### config.mk
export PLATFORM = sky130hd
export DESIGN_NAME = lsu_dmem_master_flat
export DESIGN_NICKNAME = d
export VERILOG_FILES = /design/src/rtl/lsu_dmem_master_pkg.sv /design/src/rtl/lsu_dmem_master_if.sv /design/src/rtl/lsu_dmem_master_lane_align.sv /design/src/rtl/lsu_dmem_master.sv /design/src/flat_wrapper.sv
export SDC_FILE = /design/constraint.sdc
export NUM_CORES = 1
export LEC_CHECK = 0
export ABC_AREA = 1
export ABC_CLOCK_PERIOD_IN_PS = 5600
export CORE_MARGIN = 4
export CORE_UTILIZATION = 42
export CTS_CLUSTER_DIAMETER = 50
export DETAILED_ROUTE_END_ITERATION = 10
export PLACE_DENSITY = 0.79
export SYNTH_ARGS = -nofsm -noshare
export SYNTH_HDL_FRONTEND = slang
export SYNTH_SLANG_ARGS = --single-unit
### constraint.sdc
create_clock -name clk -period 5.6 [get_ports clk]
set_input_delay 0.84 -clock clk [delete_from_list [all_inputs] [get_ports clk]]
set_output_delay 0.84 -clock clk [all_outputs]
set_load 0.02 [all_outputs]
### src/rtl/lsu_dmem_master_pkg.sv
// Shared definitions for the load/store data-memory master: RISC-V width
// encodings, FSM state type and the alignment check used at request accept.
package lsu_pkg;

    localparam logic [2:0] F3_B  = 3'b000;
    localparam logic [2:0] F3_H  = 3'b001;
    localparam logic [2:0] F3_W  = 3'b010;
    localparam logic [2:0] F3_BU = 3'b100;
    localparam logic [2:0] F3_HU = 3'b101;

    typedef enum logic [1:0] {
        ST_IDLE      = 2'd0,
        ST_LOAD_WAIT = 2'd1,
        ST_RMW_MERGE = 2'd2
    } lsu_state_e;

    function automatic logic misaligned(input logic [2:0] funct3, input logic [1:0] addr_lo);
        case (funct3)
            F3_H, F3_HU: return addr_lo[0];
            F3_W:        return (addr_lo != 2'b00);
            default:     return 1'b0;
        endcase
    endfunction

    function automatic logic illegal_funct3(input logic [2:0] funct3, input logic we);
        case (funct3)
            F3_B, F3_H, F3_W: return 1'b0;
            F3_BU, F3_HU:     return we;
            default:          return 1'b1;
        endcase
    endfunction

endpackage

### src/rtl/lsu_dmem_master_if.sv
// Bundle of the pipeline request/response handshake and the word RAM port.
// The master modport is the LSU view; slave is the pipeline + RAM environment.
interface lsu_dmem_master_if;

    logic        req_valid;
    logic        req_ready;
    logic        req_we;
    logic [2:0]  req_funct3;
    logic [31:0] req_addr;
    logic [31:0] req_wdata;

    logic        resp_valid;
    logic [31:0] resp_rdata;
    logic        resp_err;
    logic        busy;

    logic        mem_wen;
    logic        mem_ren;
    logic [31:0] mem_addr;
    logic [31:0] mem_wdata;
    logic [31:0] mem_rdata;

    modport master (
        input  req_valid, req_we, req_funct3, req_addr, req_wdata, mem_rdata,
        output req_ready, resp_valid, resp_rdata, resp_err, busy,
        output mem_wen, mem_ren, mem_addr, mem_wdata
    );

    modport slave (
        output req_valid, req_we, req_funct3, req_addr, req_wdata, mem_rdata,
        input  req_ready, resp_valid, resp_rdata, resp_err, busy,
        input  mem_wen, mem_ren, mem_addr, mem_wdata
    );

endinterface

### src/rtl/lsu_dmem_master_lane_align.sv
// Byte-lane steering: load-side extract/extend from a RAM word and
// store-side merge of a byte or half into the old word (little-endian).
module lsu_lane_align
    import lsu_pkg::*;
(
    input  logic [31:0] rdata_i,
    input  logic [1:0]  offset_i,
    input  logic [2:0]  funct3_i,
    input  logic [31:0] old_i,
    input  logic [15:0] wdata_i,
    output logic [31:0] load_o,
    output logic [31:0] merge_o
);

    logic [7:0]  byte_sel;
    logic [15:0] half_sel;

    always_comb begin
        byte_sel = rdata_i[{offset_i, 3'b000} +: 8];
        half_sel = offset_i[1] ? rdata_i[31:16] : rdata_i[15:0];

        case (funct3_i)
            F3_B:    load_o = {{24{byte_sel[7]}}, byte_sel};
            F3_BU:   load_o = {24'h0, byte_sel};
            F3_H:    load_o = {{16{half_sel[15]}}, half_sel};
            F3_HU:   load_o = {16'h0, half_sel};
            default: load_o = rdata_i;
        endcase

        merge_o = old_i;
        if (funct3_i == F3_B) begin
            merge_o[{offset_i, 3'b000} +: 8] = wdata_i[7:0];
        end else if (funct3_i == F3_H) begin
            if (offset_i[1]) merge_o[31:16] = wdata_i;
            else             merge_o[15:0]  = wdata_i;
        end
    end

endmodule

### src/rtl/lsu_dmem_master.sv
// MEM-stage data-memory master: turns RISC-V loads/stores into word RAM
// accesses, with read-modify-write for SB/SH and registered responses.
module lsu_dmem_master
    import lsu_pkg::*;
#(
    parameter int unsigned DEPTH_WORDS = 1024
) (
    input  logic                clk,
    input  logic                rst,
    lsu_dmem_master_if.master   bus
);

    lsu_state_e  state_q, state_d;
    logic [31:0] addr_q, addr_d;
    logic [2:0]  f3_q, f3_d;
    logic [15:0] wdata_q, wdata_d;

    logic        resp_valid_q, resp_valid_d;
    logic        resp_err_q, resp_err_d;
    logic [31:0] resp_rdata_q, resp_rdata_d;

    logic        req_ready;
    logic        accept;
    logic        req_err;
    logic        out_of_range;
    logic        mem_wen, mem_ren;
    logic [31:0] mem_addr, mem_wdata;
    logic [31:0] load_data, merge_data;

    lsu_lane_align u_align (
        .rdata_i  (bus.mem_rdata),
        .offset_i (addr_q[1:0]),
        .funct3_i (f3_q),
        .old_i    (bus.mem_rdata),
        .wdata_i  (wdata_q),
        .load_o   (load_data),
        .merge_o  (merge_data)
    );

    assign req_ready    = (state_q == ST_IDLE) && !rst;
    assign accept       = bus.req_valid && req_ready;
    assign out_of_range = ({2'b00, bus.req_addr[31:2]} >= DEPTH_WORDS);
    assign req_err      = misaligned(bus.req_funct3, bus.req_addr[1:0])
                        || illegal_funct3(bus.req_funct3, bus.req_we)
                        || out_of_range;

    always_comb begin
        state_d      = state_q;
        addr_d       = addr_q;
        f3_d         = f3_q;
        wdata_d      = wdata_q;
        resp_valid_d = 1'b0;
        resp_err_d   = 1'b0;
        resp_rdata_d = 32'h0;
        mem_wen      = 1'b0;
        mem_ren      = 1'b0;
        mem_addr     = 32'h0;
        mem_wdata    = 32'h0;

        // Reset silences the RAM port so a pending RMW write is dropped.
        if (!rst) begin
            case (state_q)
                ST_IDLE: begin
                    mem_addr = {bus.req_addr[31:2], 2'b00};
                    if (accept) begin
                        if (req_err) begin
                            resp_valid_d = 1'b1;
                            resp_err_d   = 1'b1;
                        end else begin
                            addr_d  = bus.req_addr;
                            f3_d    = bus.req_funct3;
                            wdata_d = bus.req_wdata[15:0];
                            if (!bus.req_we) begin
                                mem_ren = 1'b1;
                                state_d = ST_LOAD_WAIT;
                            end else if (bus.req_funct3 == F3_W) begin
                                mem_wen      = 1'b1;
                                mem_wdata    = bus.req_wdata;
                                resp_valid_d = 1'b1;
                            end else begin
                                mem_ren = 1'b1;
                                state_d = ST_RMW_MERGE;
                            end
                        end
                    end
                end
                ST_LOAD_WAIT: begin
                    mem_addr     = {addr_q[31:2], 2'b00};
                    resp_valid_d = 1'b1;
                    resp_rdata_d = load_data;
                    state_d      = ST_IDLE;
                end
                ST_RMW_MERGE: begin
                    mem_wen      = 1'b1;
                    mem_addr     = {addr_q[31:2], 2'b00};
                    mem_wdata    = merge_data;
                    resp_valid_d = 1'b1;
                    state_d      = ST_IDLE;
                end
                default: begin
                    state_d = ST_IDLE;
                end
            endcase
        end
    end

    always_ff @(posedge clk) begin
        if (rst) begin
            state_q      <= ST_IDLE;
            resp_valid_q <= 1'b0;
            resp_err_q   <= 1'b0;
            resp_rdata_q <= 32'h0;
        end else begin
            state_q      <= state_d;
            resp_valid_q <= resp_valid_d;
            resp_err_q   <= resp_err_d;
            resp_rdata_q <= resp_rdata_d;
        end
    end

    // Saved request fields are only consumed after a clean accept.
    always_ff @(posedge clk) begin
        addr_q  <= addr_d;
        f3_q    <= f3_d;
        wdata_q <= wdata_d;
    end

    assign bus.req_ready  = req_ready;
    assign bus.busy       = !req_ready && !rst;
    assign bus.resp_valid = resp_valid_q;
    assign bus.resp_err   = resp_err_q;
    assign bus.resp_rdata = resp_rdata_q;
    assign bus.mem_wen    = mem_wen;
    assign bus.mem_ren    = mem_ren;
    assign bus.mem_addr   = mem_addr;
    assign bus.mem_wdata  = mem_wdata;

endmodule

### src/flat_wrapper.sv
// flat-port wrapper written by rule: the top's interface ports become plain ports
module lsu_dmem_master_flat import lsu_pkg::*;
#(
    parameter int unsigned DEPTH_WORDS = 1024
)
  (clk, rst, bus_req_valid, bus_req_we, bus_req_funct3, bus_req_addr, bus_req_wdata, bus_mem_rdata, bus_req_ready, bus_resp_valid, bus_resp_rdata, bus_resp_err, bus_busy, bus_mem_wen, bus_mem_ren, bus_mem_addr, bus_mem_wdata);
  lsu_dmem_master_if bus_i ();
  input  logic clk;
  input  logic rst;
  input wire logic [$bits(bus_i.req_valid)-1:0] bus_req_valid;
  input wire logic [$bits(bus_i.req_we)-1:0] bus_req_we;
  input wire logic [$bits(bus_i.req_funct3)-1:0] bus_req_funct3;
  input wire logic [$bits(bus_i.req_addr)-1:0] bus_req_addr;
  input wire logic [$bits(bus_i.req_wdata)-1:0] bus_req_wdata;
  input wire logic [$bits(bus_i.mem_rdata)-1:0] bus_mem_rdata;
  output wire logic [$bits(bus_i.req_ready)-1:0] bus_req_ready;
  output wire logic [$bits(bus_i.resp_valid)-1:0] bus_resp_valid;
  output wire logic [$bits(bus_i.resp_rdata)-1:0] bus_resp_rdata;
  output wire logic [$bits(bus_i.resp_err)-1:0] bus_resp_err;
  output wire logic [$bits(bus_i.busy)-1:0] bus_busy;
  output wire logic [$bits(bus_i.mem_wen)-1:0] bus_mem_wen;
  output wire logic [$bits(bus_i.mem_ren)-1:0] bus_mem_ren;
  output wire logic [$bits(bus_i.mem_addr)-1:0] bus_mem_addr;
  output wire logic [$bits(bus_i.mem_wdata)-1:0] bus_mem_wdata;
  assign bus_i.req_valid = bus_req_valid;
  assign bus_i.req_we = bus_req_we;
  assign bus_i.req_funct3 = bus_req_funct3;
  assign bus_i.req_addr = bus_req_addr;
  assign bus_i.req_wdata = bus_req_wdata;
  assign bus_i.mem_rdata = bus_mem_rdata;
  assign bus_req_ready = bus_i.req_ready;
  assign bus_resp_valid = bus_i.resp_valid;
  assign bus_resp_rdata = bus_i.resp_rdata;
  assign bus_resp_err = bus_i.resp_err;
  assign bus_busy = bus_i.busy;
  assign bus_mem_wen = bus_i.mem_wen;
  assign bus_mem_ren = bus_i.mem_ren;
  assign bus_mem_addr = bus_i.mem_addr;
  assign bus_mem_wdata = bus_i.mem_wdata;
  lsu_dmem_master #(.DEPTH_WORDS(DEPTH_WORDS)) u_core (.clk(clk), .rst(rst), .bus(bus_i));
endmodule
# Word-level counts from Yosys, hierarchy flattened
# Index checks and enable logic that the tools add are counted.
# Widths: inputs -> output; s select.
[word_totals]
register_bits = 87
in_bits = 103
output_inout_bits = 102
[classes]
addsub = 1
order_cmp = 1
n_eq_ne = 10
shift = 3
mux = 35
bitwise_logic = 5
reduce_logical = 20
[op_table]
columns = ["operator", "n"]
rows = [
  ["$mux 32", 8],
  ["$pmux 32 s2", 2],
  ["$pmux 32 s4", 1],
  ["$mux 16", 3],
  ["$bwmux 32", 1],
  ["$shift 8x7->32 const A", 1],
  ["$shiftx 32x6->8", 1],
  ["$shiftx 8x7->32", 1],
  ["$ge 30x11->1 const B", 1],
  ["$mux 1", 14],
  ["$eq 3x3->1 const B", 4],
  ["$reduce_or 2->1", 5],
  ["$pmux 1 s2", 4],
  ["$neg 5->7", 1],
  ["$eq 3x1->1 const B", 2],
  ["$logic_not 3->1", 2],
  ["$reduce_or 3->1", 2],
  ["$not 1->1", 5],
  ["$mux 2", 2],
  ["$reduce_and 4->1", 1],
  ["$eq 3x2->1 const B", 1],
  ["$logic_and 1x1->1", 3],
  ["$reduce_and 3->1", 1],
  ["$eq 2x1->1 const B", 1],
  ["other kinds (6)", 8],
]

# Logic depth before layout (Yosys ltp)
# Gate-level depths: netlist of the first run.
[depth]
depth_word = 9
ltp_mapped = 10
mapped_depth_nobuf = 9

# Hierarchy
# A second synthesis of the first run with hierarchy kept.
[unflattened]
hier_cells = 971
area_unflattened_um2 = 6148.4
[by_module_without_submodules]
columns = ["module", "instances", "cells_each", "area_each_um2"]
rows = [
  ["lsu_dmem_master", 1, 499, 4021.4],
  ["lsu_lane_align", 1, 472, 2127.0],
]

# Least setup slack after synthesis of the first run
# OpenSTA, ideal clock, no wires.
[synth_timing]
kind = "input -> output"
start = "input port rst"
end = "output port bus_mem_wen"
arrival_time_ps = 5442
t_required_ps = 4760
path_slack_ps = -682
path_stages = 6
path_cell_list = "buf_6 nor2_2 nand2_1 nor3_1 nand2_1 o21ai_0"
[synth_via]
elab_chain_len = 6
[synth_lines]
columns = ["element", "line", "rtl"]
rows = [
  ["from (decl)", "flat_wrapper.sv:9", "input logic rst;"],
  ["$logic_not 1->1", "lsu_dmem_master.sv:40", "assign req_ready = (state_q == ST_IDLE) && !rst;"],
  ["$logic_and 1x1->1", "lsu_dmem_master.sv:40", ""],
  ["named net bus_req_ready", "flat_wrapper.sv:16", "output wire logic [$bits(bus_i.req_ready)-1:0] bus_req_ready;"],
  ["$logic_and 1x1->1", "lsu_dmem_master.sv:41", "assign accept = bus.req_valid && req_ready;"],
  ["$mux 1", "lsu_dmem_master.sv:65", "if (accept) begin"],
  ["$pmux 1 s2", "lsu_dmem_master.sv:62", "case (state_q)"],
  ["$mux 1", "lsu_dmem_master.sv:61", "if (!rst) begin"],
  ["to (decl)", "flat_wrapper.sv:21", "output wire logic [$bits(bus_i.mem_wen)-1:0] bus_mem_wen;"],
]
# The timed path passes the listed nets, and every way through them passes these cells.

# Worst setup path in the final report of the first run
[layout_timing]
start = "register u_core.f3_q[1]"
end = "output port bus_mem_wdata[31]"
[layout_via]
elab_chain_len = 5
word_cells_on_any_way = 6
[layout_lines]
columns = ["element", "line", "rtl"]
rows = [
  ["from (decl)", "lsu_dmem_master.sv:15", "logic [2:0] f3_q, f3_d;"],
  ["from (signal assigned)", "lsu_dmem_master.sv:124", "f3_q <= f3_d;"],
  ["$eq 3x1->1", "lsu_dmem_master_lane_align.sv:33", "end else if (funct3_i == F3_H) begin"],
  ["$mux 32", "lsu_dmem_master_lane_align.sv:33", ""],
  ["$mux 32 *", "lsu_dmem_master_lane_align.sv:31", "if (funct3_i == F3_B) begin"],
  ["$pmux 32 s2 *", "lsu_dmem_master.sv:62", ""],
  ["$mux 32 *", "lsu_dmem_master.sv:61", ""],
  ["to (decl)", "flat_wrapper.sv:24", "output wire logic [$bits(bus_i.mem_wdata)-1:0] bus_mem_wdata;"],
]
# Every way passes the cells marked *; elsewhere a longest branch is shown, timed or not.

==> reports/qor.csv, run 1 <==
stage;metric;value;unit
route;routed_wl;20800;um
timing;report.final.slew_viol_count;0;
cells_and_area;syn2layout_area_growth;38.9;%
worst_setup_path;arrival;3.75;ns
synth;synthesis.area;0.00576;mm2
timing;slew_headroom;0.192;
route;vias_per_cell;5.50;
timing;fin_crit_sh;0.820;
place;io_buffers;202;
clock_network;cts_tree;yes;
synth;synth_top_cell_area_share;0.266;
timing;setup_tns;0;ns
synth;yosys.area.top_type;edfxtp_1;
synth;synth_warnings;0;
timing;finClkSkew;0.00954;ns
cells_and_area;num-nets-final;1050;
clock_network;ctsRootBufferMaster;clkbuf_16;
global_routing;grt_pass1_wl;32000;um
floorplan;core;0.0133;mm2
route;avgRoutedWirePerCell;18.6;um
clock_network;ctsHoldBuffers;0;
floorplan;num_rows;42;
global_routing;grt_max_degree;52;
timing;worst_hold_slack;0.506;ns
power_and_ir_drop;power;1.49;mW
synth;synth.distinct_cells;35;
timing;hold_viol_final;0;
synth;syn_inst;777;
floorplan;initial_core_util;0.432;
worst_setup_path;reg2reg_to;u_core.wdata_q[12]$_DFFE_PP_;
cells_and_area;n_antenna_cell;0;
timing;period_needed;4.59;ns
clock_network;cts_setup_buffers;0;
global_routing;globalRouteMet1Util;0.329;
cells_and_area;stdcell_count;1119;
synth;netlist_top_cells_area;edfxtp_1 27%, dfxtp_1 13%, nand2_1 12%;
run_status;status;finished, final reports clean;
cells_and_area;nFillCells;1290;
global_routing;grt_util_met2;0.408;
floorplan;die_w;125;um
route;first_iter_violations;621;
cells_and_area;multi_input_area;0.00286;mm2
global_routing;gr-usage-all-layers;0.257;
power_and_ir_drop;power.leakage;3.06;nW
global_routing;grt_antenna_before_repair;0;
floorplan;dieArea;0.0157;mm2
worst_setup_path;r2r_cells;8;
global_routing;top_usage_layer;met2;
clock_network;clk_pin_slew_worst_paths;0.06;ns
synth;ys_seq_elements;87;
cells_and_area;final_layout_size_suffix_gt1_frac;0.0435;
place;dp_cells;1103;
clock_network;cts.sinks;87;
route;vias;6159;
synth;synth_seq_area_share;0.391;
power_and_ir_drop;vdd_drop_max;0.000189;V
worst_hold_path;hold_path_class;reg2reg;
timing;worstMarginPinSlew;1.21;ns
worst_setup_path;regToRegStartpoint;u_core.state_q[1]$_SDFFE_PN0P_;
global_routing;grt_pass1_vias;5858;
place;gp_congestion;0.939;
power_and_ir_drop;p_per_area;186;mW/mm2
timing;timing.fmax;0.218;GHz
route;first_pass_iters;5;
worst_hold_path;hold_depth;2;
flow_run;maxCapViolCount;0;
global_routing;overflow;0;
worst_setup_path;ff2ff_setup_slack;3.05;ns
route;post-route-drc-count;0;
worst_setup_path;cp-start-kind;flip-flop;
worst_setup_path;worstPathRequired;4.76;ns
global_routing;use_met3;0.0887;
place;hpwl;15400;um
route;drtAntennaViolNets;0;
worst_setup_path;crit_fanout;26;
cells_and_area;final-seq-area;0.00225;mm2
clock_network;cts_buffers;9;
timing;finalSetupViolCount;0;
worst_hold_path;hold_start;u_core.state_q[0]$_SDFFE_PN0P_;
worst_setup_path;endpoint_kind;output port;
timing;rsz0062_at_grt;false;
floorplan;chipHeight;125;um
worst_setup_path;critPathKind;reg2out;
clock_network;ctsResizeCount;0;
synth;syn_avg_cell_area;7.42;um2
clock_network;cts_buffer_depth;2;
clock_network;clk_latency;0.35;ns
clock_network;h-tree-depth;3;
worst_hold_path;min_to;u_core.state_q[0]$_SDFFE_PN0P_;
floorplan;io_pins;205;
==> sequential cells by signal, summed over array words and instances (netlist names) <==
register	count
u_core.bus.resp_err	1
u_core.f3_q	3
u_core.bus.resp_rdata	32
u_core.state_q	2
u_core.wdata_q	16
u_core.addr_q	32
u_core.bus.resp_valid	1
==> placed cells by master (no fill, tap or decap), types with 9 or more instances in the layout <==
master / n
a21oi_1: 107
clkbuf_16: 9
clkdlybuf4s50_1: 202
dfxtp_1: 36
edfxtp_1: 51
ha_1: 9
inv_1: 71
nand2_1: 190
nand3_1: 73
nor2_1: 23
nor3b_1: 32
o211ai_1: 16
o21ai_0: 33
o21ai_1: 9
o221ai_1: 31
==> cell families (layout without fill, tap and decap cells) <==
| group | count (synthesis) | after routing | share of synthesized area |
|---|---|---|---|
| AO/OA/AOI/OAI | 198 | 198 | 0.200 |
| adder cells (fa/ha/maj) | 9 | 9 | 0.0195 |
| buffers and inverters | 140 | 305 | 0.115 |
| flip-flops | 87 | 87 | 0.391 |
| other | 1 | 2 | 0.000651 |
| AND/OR/NAND/NOR | 342 | 342 | 0.274 |
==> worst max-delay path by stage <==
stage / from / end / slack [ns] / cells after the start
CTS: u_core.f3_q[1]$_DFFE_PP_ / bus_mem_wdata[29] / 1.03 / 8
finish: u_core.f3_q[1]$_DFFE_PP_ / bus_mem_wdata[31] / 1.01 / 8
global route: u_core.f3_q[1]$_DFFE_PP_ / bus_mem_wdata[31] / 0.77 / 8
global placement: bus_req_funct3[2] / bus_mem_wdata[9] / 1.22 / 7
detailed placement: bus_req_funct3[2] / bus_mem_wdata[19] / 1.19 / 7
floorplan: rst / bus_mem_wen / 0.87 / 6
==> per-layer routing <==
layer  routed length [um]  vias up
li1                     -     2994
met3                 2370       36
met2                 9350      340
met5                    0        -
met4                  492        0
met1                 8550     2789
==> Yosys cell counts <==
cell,instances
nand2_1,190
a21oi_1,107
nand3_1,73
inv_1,71
edfxtp_1,51
dfxtp_1,36
o21ai_0,33
nor3b_1,32
o221ai_1,31
clkbuf_1,24
nor2_1,23
buf_2,16
o211ai_1,16
ha_1,9
o21ai_1,9
nand4_1,8
buf_4,7
inv_2,6
clkbuf_8,5
buf_6,4
nand3_2,4
buf_1,3
nand2_2,3
nor2_2,3
clkinv_1,2
nor2_4,2
a21boi_0,1
conb_1,1
dlymetal6s2s_1,1
inv_4,1
nand3b_1,1
nor3_1,1
o21bai_1,1
or2_1,1
or2_2,1
==> cell type report <==
cell class / instances / area share
clock buffers: 11 / 0.0291
well taps: 176 / 0.0275
clock inverters: 5 / 0.00735
repair buffers: 209 / 0.259
multi-input cells: 551 / 0.358
flip-flops and latches: 87 / 0.281
inverters: 80 / 0.0378
==> critical path, stage by stage (launching register included) <==
cell and delay [ns]:
edfxtp_1 0.58, nor2_1 0.23, inv_2 0.12, nor2_2 0.79, inv_2 0.42, nand3_1 0.21, nand3_1 0.17, a21oi_1 0.21
clkdlybuf4s50_1 0.64
==> through the flow <==
stage	util	instance area (um2)	worst slack (ns)
detailed placement	0.578	7710	1.19
global route	0.600	8010	0.775
floorplan	-	5770	0.874
global placement	0.578	7710	1.22
finish	0.600	8010	1.01
CTS	0.600	8010	1.03
==> where the power goes <==
group / internal [mW] / leakage, nW / switching, mW / total, mW
sequential: 0.676 / 0.748 / 0.000273 / 0.676
combinational: 0.108 / 2.17 / 0.103 / 0.211
clock: 0.346 / 0.137 / 0.254 / 0.600
total: 1.13 / 3.06 / 0.357 / 1.49
Power figures use the tool's default switching activity.
==> run 2: changes to the inputs <==
--- a/config.mk
+++ b/config.mk
@@ -6,9 +6,9 @@
 export NUM_CORES = 1
 export LEC_CHECK = 0
 export ABC_AREA = 1
-export ABC_CLOCK_PERIOD_IN_PS = 5600
+export ABC_CLOCK_PERIOD_IN_PS = 4750
 export CORE_MARGIN = 4
-export CORE_UTILIZATION = 42
+export CORE_UTILIZATION = 44
 export CTS_CLUSTER_DIAMETER = 50
 export DETAILED_ROUTE_END_ITERATION = 10
 export PLACE_DENSITY = 0.79
==> constraint.sdc (replaced) <==
create_clock -name clk -period 4.75 [get_ports clk]
set_input_delay 0.7125 -clock clk [delete_from_list [all_inputs] [get_ports clk]]
set_output_delay 0.7125 -clock clk [all_outputs]
set_load 0.02 [all_outputs]
==> run 2 against run 1 <==
  * Non-clock buffer count grew 6
  * Worst hold slack gained 0.0080 ns
  * Final cell count up 0.18%
  * Power is 13% higher
  * Wire length shrank 2.5%
  * Sequential share of layout area barely moved
  * Critical path type is now in2out
  * Largest power group unchanged
==> reports/qor.csv, run 2 (synthesis results as in run 1) <==
stage;metric;value;unit
run_status;status;finished, final reports clean;
route;avgRoutedWirePerCell;18.1;um
worst_hold_path;hold_path_class;reg2reg;
clock_network;cts.sinks;87;
route;drtAntennaViolNets;0;
cells_and_area;fin_util;0.630;
clock_network;ctsHoldBuffers;0;
timing;hold_viol_final;0;
clock_network;cts_setup_buffers;0;
global_routing;grt_pass1_wl;30500;um
floorplan;num_rows;41;
worst_setup_path;cp-start-kind;primary input;
floorplan;io_pins;205;
route;vias;6193;
global_routing;overflow;0;
worst_setup_path;critPathMaxStageDelay;0.65;ns
floorplan;initial_core_util;0.453;
power_and_ir_drop;p_per_area;210;mW/mm2
worst_setup_path;regToRegStartpoint;u_core.state_q[1]$_SDFFE_PN0P_;
clock_network;cts_tree;yes;
cells_and_area;layout_common_cells;202 x clkdlybuf4s50_1, 190 x nand2_1, 107 x a21oi_1, 73 x nand3_1, 71 x inv_1;
clock_network;clk_latency;0.34;ns
timing;worst_hold_slack;0.514;ns
worst_hold_path;hold_depth;2;
timing;finClkSkew;0.00652;ns
floorplan;chipHeight;122;um
timing;fin_crit_sh;0.882;
timing;worstMarginPinSlew;0.958;ns
place;placed_area;0.00775;mm2
worst_setup_path;arrival;3.48;ns
timing;timing.fmax;0.239;GHz
clock_network;ctsRootBufferMaster;clkbuf_16;
route;post-route-drc-count;0;
clock_network;cts_buffers;9;
worst_setup_path;r2r_cells;8;
route;routed_wl;20200;um
place;gp_congestion;0.922;
cells_and_area;final_area;0.00801;mm2
clock_network;ctsResizeCount;0;
cells_and_area;syn2layout_area_growth;39.0;%
worst_setup_path;path_cells;clkdlybuf4s50_1 > nor2_1 > nand2_1 > nor2_1 > nand3_1 > nor2_4 > buf_4 > nand3_1 > a21oi_1 > clkdlybuf4s50_1;
global_routing;gr-usage-all-layers;0.264;
global_routing;grt_max_degree;52;
worst_setup_path;critPathKind;in2out;
cells_and_area;final_layout_size_suffix_gt1_frac;0.0485;
power_and_ir_drop;vdd_drop_max;0.000192;V
timing;rsz0062_at_grt;false;
worst_setup_path;worstPathRequired;4.04;ns
clock_network;h-tree-depth;3;
worst_setup_path;crit_slowest_cell;clkdlybuf4s50_1;
floorplan;core;0.0127;mm2
global_routing;grt_antenna_before_repair;0;
timing;finalSetupViolCount;0;
cells_and_area;num-nets-final;1056;
worst_setup_path;crit_cells;10;
clock_network;cts_buffer_depth;2;
route;first_pass_iters;6;
cells_and_area;n_antenna_cell;0;
worst_hold_path;hold_start;u_core.state_q[0]$_SDFFE_PN0P_;
place;io_buffers;202;
worst_setup_path;endpoint_kind;output port;
timing;report.final.slew_viol_count;0;
timing;slew_headroom;0.362;
worst_setup_path;crit_buf_inv;3;
flow_run;maxCapViolCount;0;
place;hpwl;15200;um
route;vias_per_cell;5.52;
worst_setup_path;crit_fanout;30;
clock_network;clk_pin_slew_worst_paths;0.06;ns
floorplan;die_w;122;um
worst_setup_path;crit_start;bus_req_addr[13];
route;first_iter_violations;605;
worst_setup_path;critPathTopFamily;buffers and inverters;
cells_and_area;layout_commonest_cell;clkdlybuf4s50_1;
floorplan;dieArea;0.0150;mm2
timing;setup_tns;0;ns
global_routing;grt_pass1_vias;5761;
timing;period_needed;4.19;ns
power_and_ir_drop;power.leakage;3.07;nW
==> run 2: final timing paths <==
kind | endpoint | slack (ns)
setup reg to reg | u_core.wdata_q[14]$_DFFE_PP_ | 2.23
hold reg to reg | u_core.state_q[0]$_SDFFE_PN0P_ | 0.51
setup / recovery | bus_mem_wdata[18] | 0.56
hold / removal | u_core.state_q[0]$_SDFFE_PN0P_ | 0.51
==> run 2: report_power, final <==
part / internal, mW / switching (mW)
logic: 0.129 / 0.118
registers: 0.797 / 0.000320
clock network: 0.352 / 0.289
total: 1.28 / 0.408
==> run 2: metrics by stage <==
step | instances | power (mW) | setup slack, ns
floorplan | 778 | 0.912 | 0.279
global placement | 1105 | 1.06 | 0.667
detailed placement | 1105 | 1.06 | 0.592
CTS | 1121 | 1.69 | 0.588
global route | 1121 | 1.74 | 0.394
finish | 1121 | 1.69 | 0.561
==> run 2: final cells by class <==
class / count / area, um2
Clock inverter: 4 / 23.8
Clock buffer: 12 / 236
Inverter: 80 / 303
Multi-Input combinational cell: 551 / 2860
Timing Repair Buffer: 215 / 2120
Tap cell: 172 / 215
Fill cell: 1172 / 4710
Sequential cell: 87 / 2250
==> run 2: worst reg2reg max path, delay by kind of cell (launching register included) <==
kind / cells / cell delay, ns
flip-flops: 1 / 0.33
buffers and inverters: 4 / 1.10
adder cells (fa/ha/maj): 1 / 0.15
AND/OR/NAND/NOR: 3 / 0.56
==> run 2: metal layers <==
layer  track usage  vias to the layer above  wire [um]
met5             0                        -          0
met4         0.113                        0        783
met3        0.0991                       46       2520
met2         0.406                      363       8790
met1         0.332                     2783       8150
li1              -                     3001          -
==> run 3: changes to the inputs <==
--- a/config.mk
+++ b/config.mk
@@ -8,10 +8,11 @@
 export ABC_AREA = 1
 export ABC_CLOCK_PERIOD_IN_PS = 4750
 export CORE_MARGIN = 4
-export CORE_UTILIZATION = 44
+export CORE_UTILIZATION = 46
 export CTS_CLUSTER_DIAMETER = 50
+export CTS_CLUSTER_SIZE = 16
 export DETAILED_ROUTE_END_ITERATION = 10
-export PLACE_DENSITY = 0.79
+export PLACE_DENSITY = 0.82
 export SYNTH_ARGS = -nofsm -noshare
 export SYNTH_HDL_FRONTEND = slang
 export SYNTH_SLANG_ARGS = --single-unit
==> run 3 against run 2 <==
  * Sequential power about the same
  * Die area decreased by 4.1%
  * Largest power group unchanged
  * First-iteration DRC count down 14%
  * Worst hold slack gained 0.0014 ns
  * Clock skew up 0.0018 ns
  * Setup slack better by 0.048 ns
==> reports/qor.csv, run 3 (synthesis results as in run 1) <==
stage;metric;value;unit
run_status;status;finished, final reports clean;
cells_and_area;n_antenna_cell;0;
power_and_ir_drop;p_per_area;217;mW/mm2
cells_and_area;layout_common_cells;202 x clkdlybuf4s50_1, 190 x nand2_1, 107 x a21oi_1, 73 x nand3_1, 71 x inv_1;
clock_network;cts_tree;yes;
route;drtAntennaViolNets;0;
cells_and_area;final_layout_size_suffix_gt1_frac;0.0486;
clock_network;clk_pin_slew_worst_paths;0.06;ns
global_routing;grt_max_degree;52;
route;routed_wl;20000;um
cells_and_area;nFillCells;1070;
floorplan;initial_core_util;0.474;
worst_hold_path;hold_path_class;reg2reg;
place;hpwl;14800;um
route;post-route-drc-count;0;
route;met3_length;2150;um
route;m1WireLength;8080;um
clock_network;ctsResizeCount;0;
timing;setup_tns;0;ns
timing;period_needed;4.14;ns
worst_setup_path;cp-start-kind;primary input;
floorplan;core;0.0122;mm2
clock_network;ctsRootBufferMaster;clkbuf_16;
route;vias;6172;
clock_network;cts_setup_buffers;0;
route;vias_per_cell;5.54;
clock_network;ctsHoldBuffers;0;
worst_setup_path;critPathKind;in2out;
route;first_pass_iters;5;
timing;finalSetupViolCount;0;
place;io_buffers;202;
power_and_ir_drop;power.leakage;3.07;nW
floorplan;die_w;120;um
cells_and_area;syn2layout_area_growth;39.2;%
route;avgRoutedWirePerCell;17.9;um
timing;worst_hold_slack;0.515;ns
worst_setup_path;arrival;3.43;ns
global_routing;grt_pass1_wl;30500;um
floorplan;num_rows;40;
cells_and_area;multi_input_area;0.00286;mm2
power_and_ir_drop;vdd_drop_max;0.000200;V
timing;fin_crit_sh;0.872;
place;gp_congestion;0.965;
cells_and_area;num-nets-final;1054;
timing;finClkSkew;0.00834;ns
timing;rsz0062_at_grt;false;
floorplan;chipHeight;120;um
clock_network;cts.sinks;87;
timing;hold_viol_final;0;
clock_network;cts_buffer_depth;2;
timing;layout_setup_ws;0.609;ns
cells_and_area;layout_commonest_cell;clkdlybuf4s50_1;
timing;timing.fmax;0.241;GHz
clock_network;cts_buffers;9;
timing;slew_headroom;0.261;
cells_and_area;final-seq-area;0.00225;mm2
worst_setup_path;endpoint_kind;output port;
worst_setup_path;crit_fanout;28;
global_routing;grt_pass1_vias;5780;
timing;worstMarginPinSlew;1.10;ns
place;place_ws;0.620;ns
worst_setup_path;worstPathRequired;4.04;ns
floorplan;io_pins;205;
route;routed.top_layer;met4;
global_routing;gr-usage-all-layers;0.268;
global_routing;overflow;0;
clock_network;clk_latency;0.35;ns
timing;report.final.slew_viol_count;0;
route;met2WireLength;9010;um
floorplan;dieArea;0.0144;mm2
flow_run;maxCapViolCount;0;
route;first_iter_violations;523;
global_routing;grt_antenna_before_repair;0;
clock_network;h-tree-depth;3;
-- run 3: cell count changes in the layout (fill, tap and decap cells not counted), sizes merged --
cell / delta
clkinv: +1
bufinv: +1
clkbuf: -2
buf: -2
-- run 3: routing by layer --
layer / global-route usage / up-vias
li1: - / 2997
met1: 0.333 / 2779
met2: 0.423 / 347
met3: 0.0867 / 49
met4: 0.125 / 0
met5: 0 / -
-- run 3: metrics by stage --
step / instance area (um2) / power, mW / utilization / instances
2_1_floorplan: 5770 / 0.912 / - / 778
3_3_place_gp: 7730 / 1.05 / 0.636 / 1099
3_5_place_dp: 7730 / 1.06 / 0.636 / 1099
4_1_cts: 8020 / 1.75 / 0.660 / 1115
5_1_grt: 8020 / 1.80 / 0.660 / 1115
6_report: 8020 / 1.74 / 0.660 / 1115
-- run 3: final timing paths --
path | startpoint | end | slack (ns) | cells past startpoint
worst max-delay path | bus_req_addr[31] | bus_mem_wdata[15] | 0.61 | 9
worst min-delay path | u_core.state_q[0]$_SDFFE_PN0P_ | u_core.state_q[0]$_SDFFE_PN0P_ | 0.52 | 2
worst max register to register | u_core.state_q[0]$_SDFFE_PN0P_ | u_core.wdata_q[15]$_DFFE_PP_ | 2.24 | 8
worst min register to register | u_core.state_q[0]$_SDFFE_PN0P_ | u_core.state_q[0]$_SDFFE_PN0P_ | 0.52 | 2
-- run 3: worst max-delay path, stage by stage --
cell,delay (ns)
clkdlybuf4s50_1,0.45
or2_1,0.25
nor2_2,0.14
nand3_2,0.14
nor2_4,0.53
buf_4,0.29
nand3_1,0.09
a21oi_1,0.19
clkdlybuf4s50_1,0.62
-- run 3: cell type report --
| class | instances | area share |
|---|---|---|
| sequential | 87 | 0.281 |
| inverter | 80 | 0.0377 |
| multi-input combinational | 551 | 0.357 |
| tap | 168 | 0.0262 |
| timing repair buffer | 213 | 0.262 |
| clock buffer | 10 | 0.0285 |
| clock inverter | 6 | 0.00764 |
-- run 3: power breakdown --
group | leakage (nW) | switching [mW] | internal (mW)
clock | 0.136 | 0.293 | 0.405
combinational | 2.19 | 0.117 | 0.128
sequential | 0.748 | 0.000249 | 0.797
total | 3.07 | 0.411 | 1.33
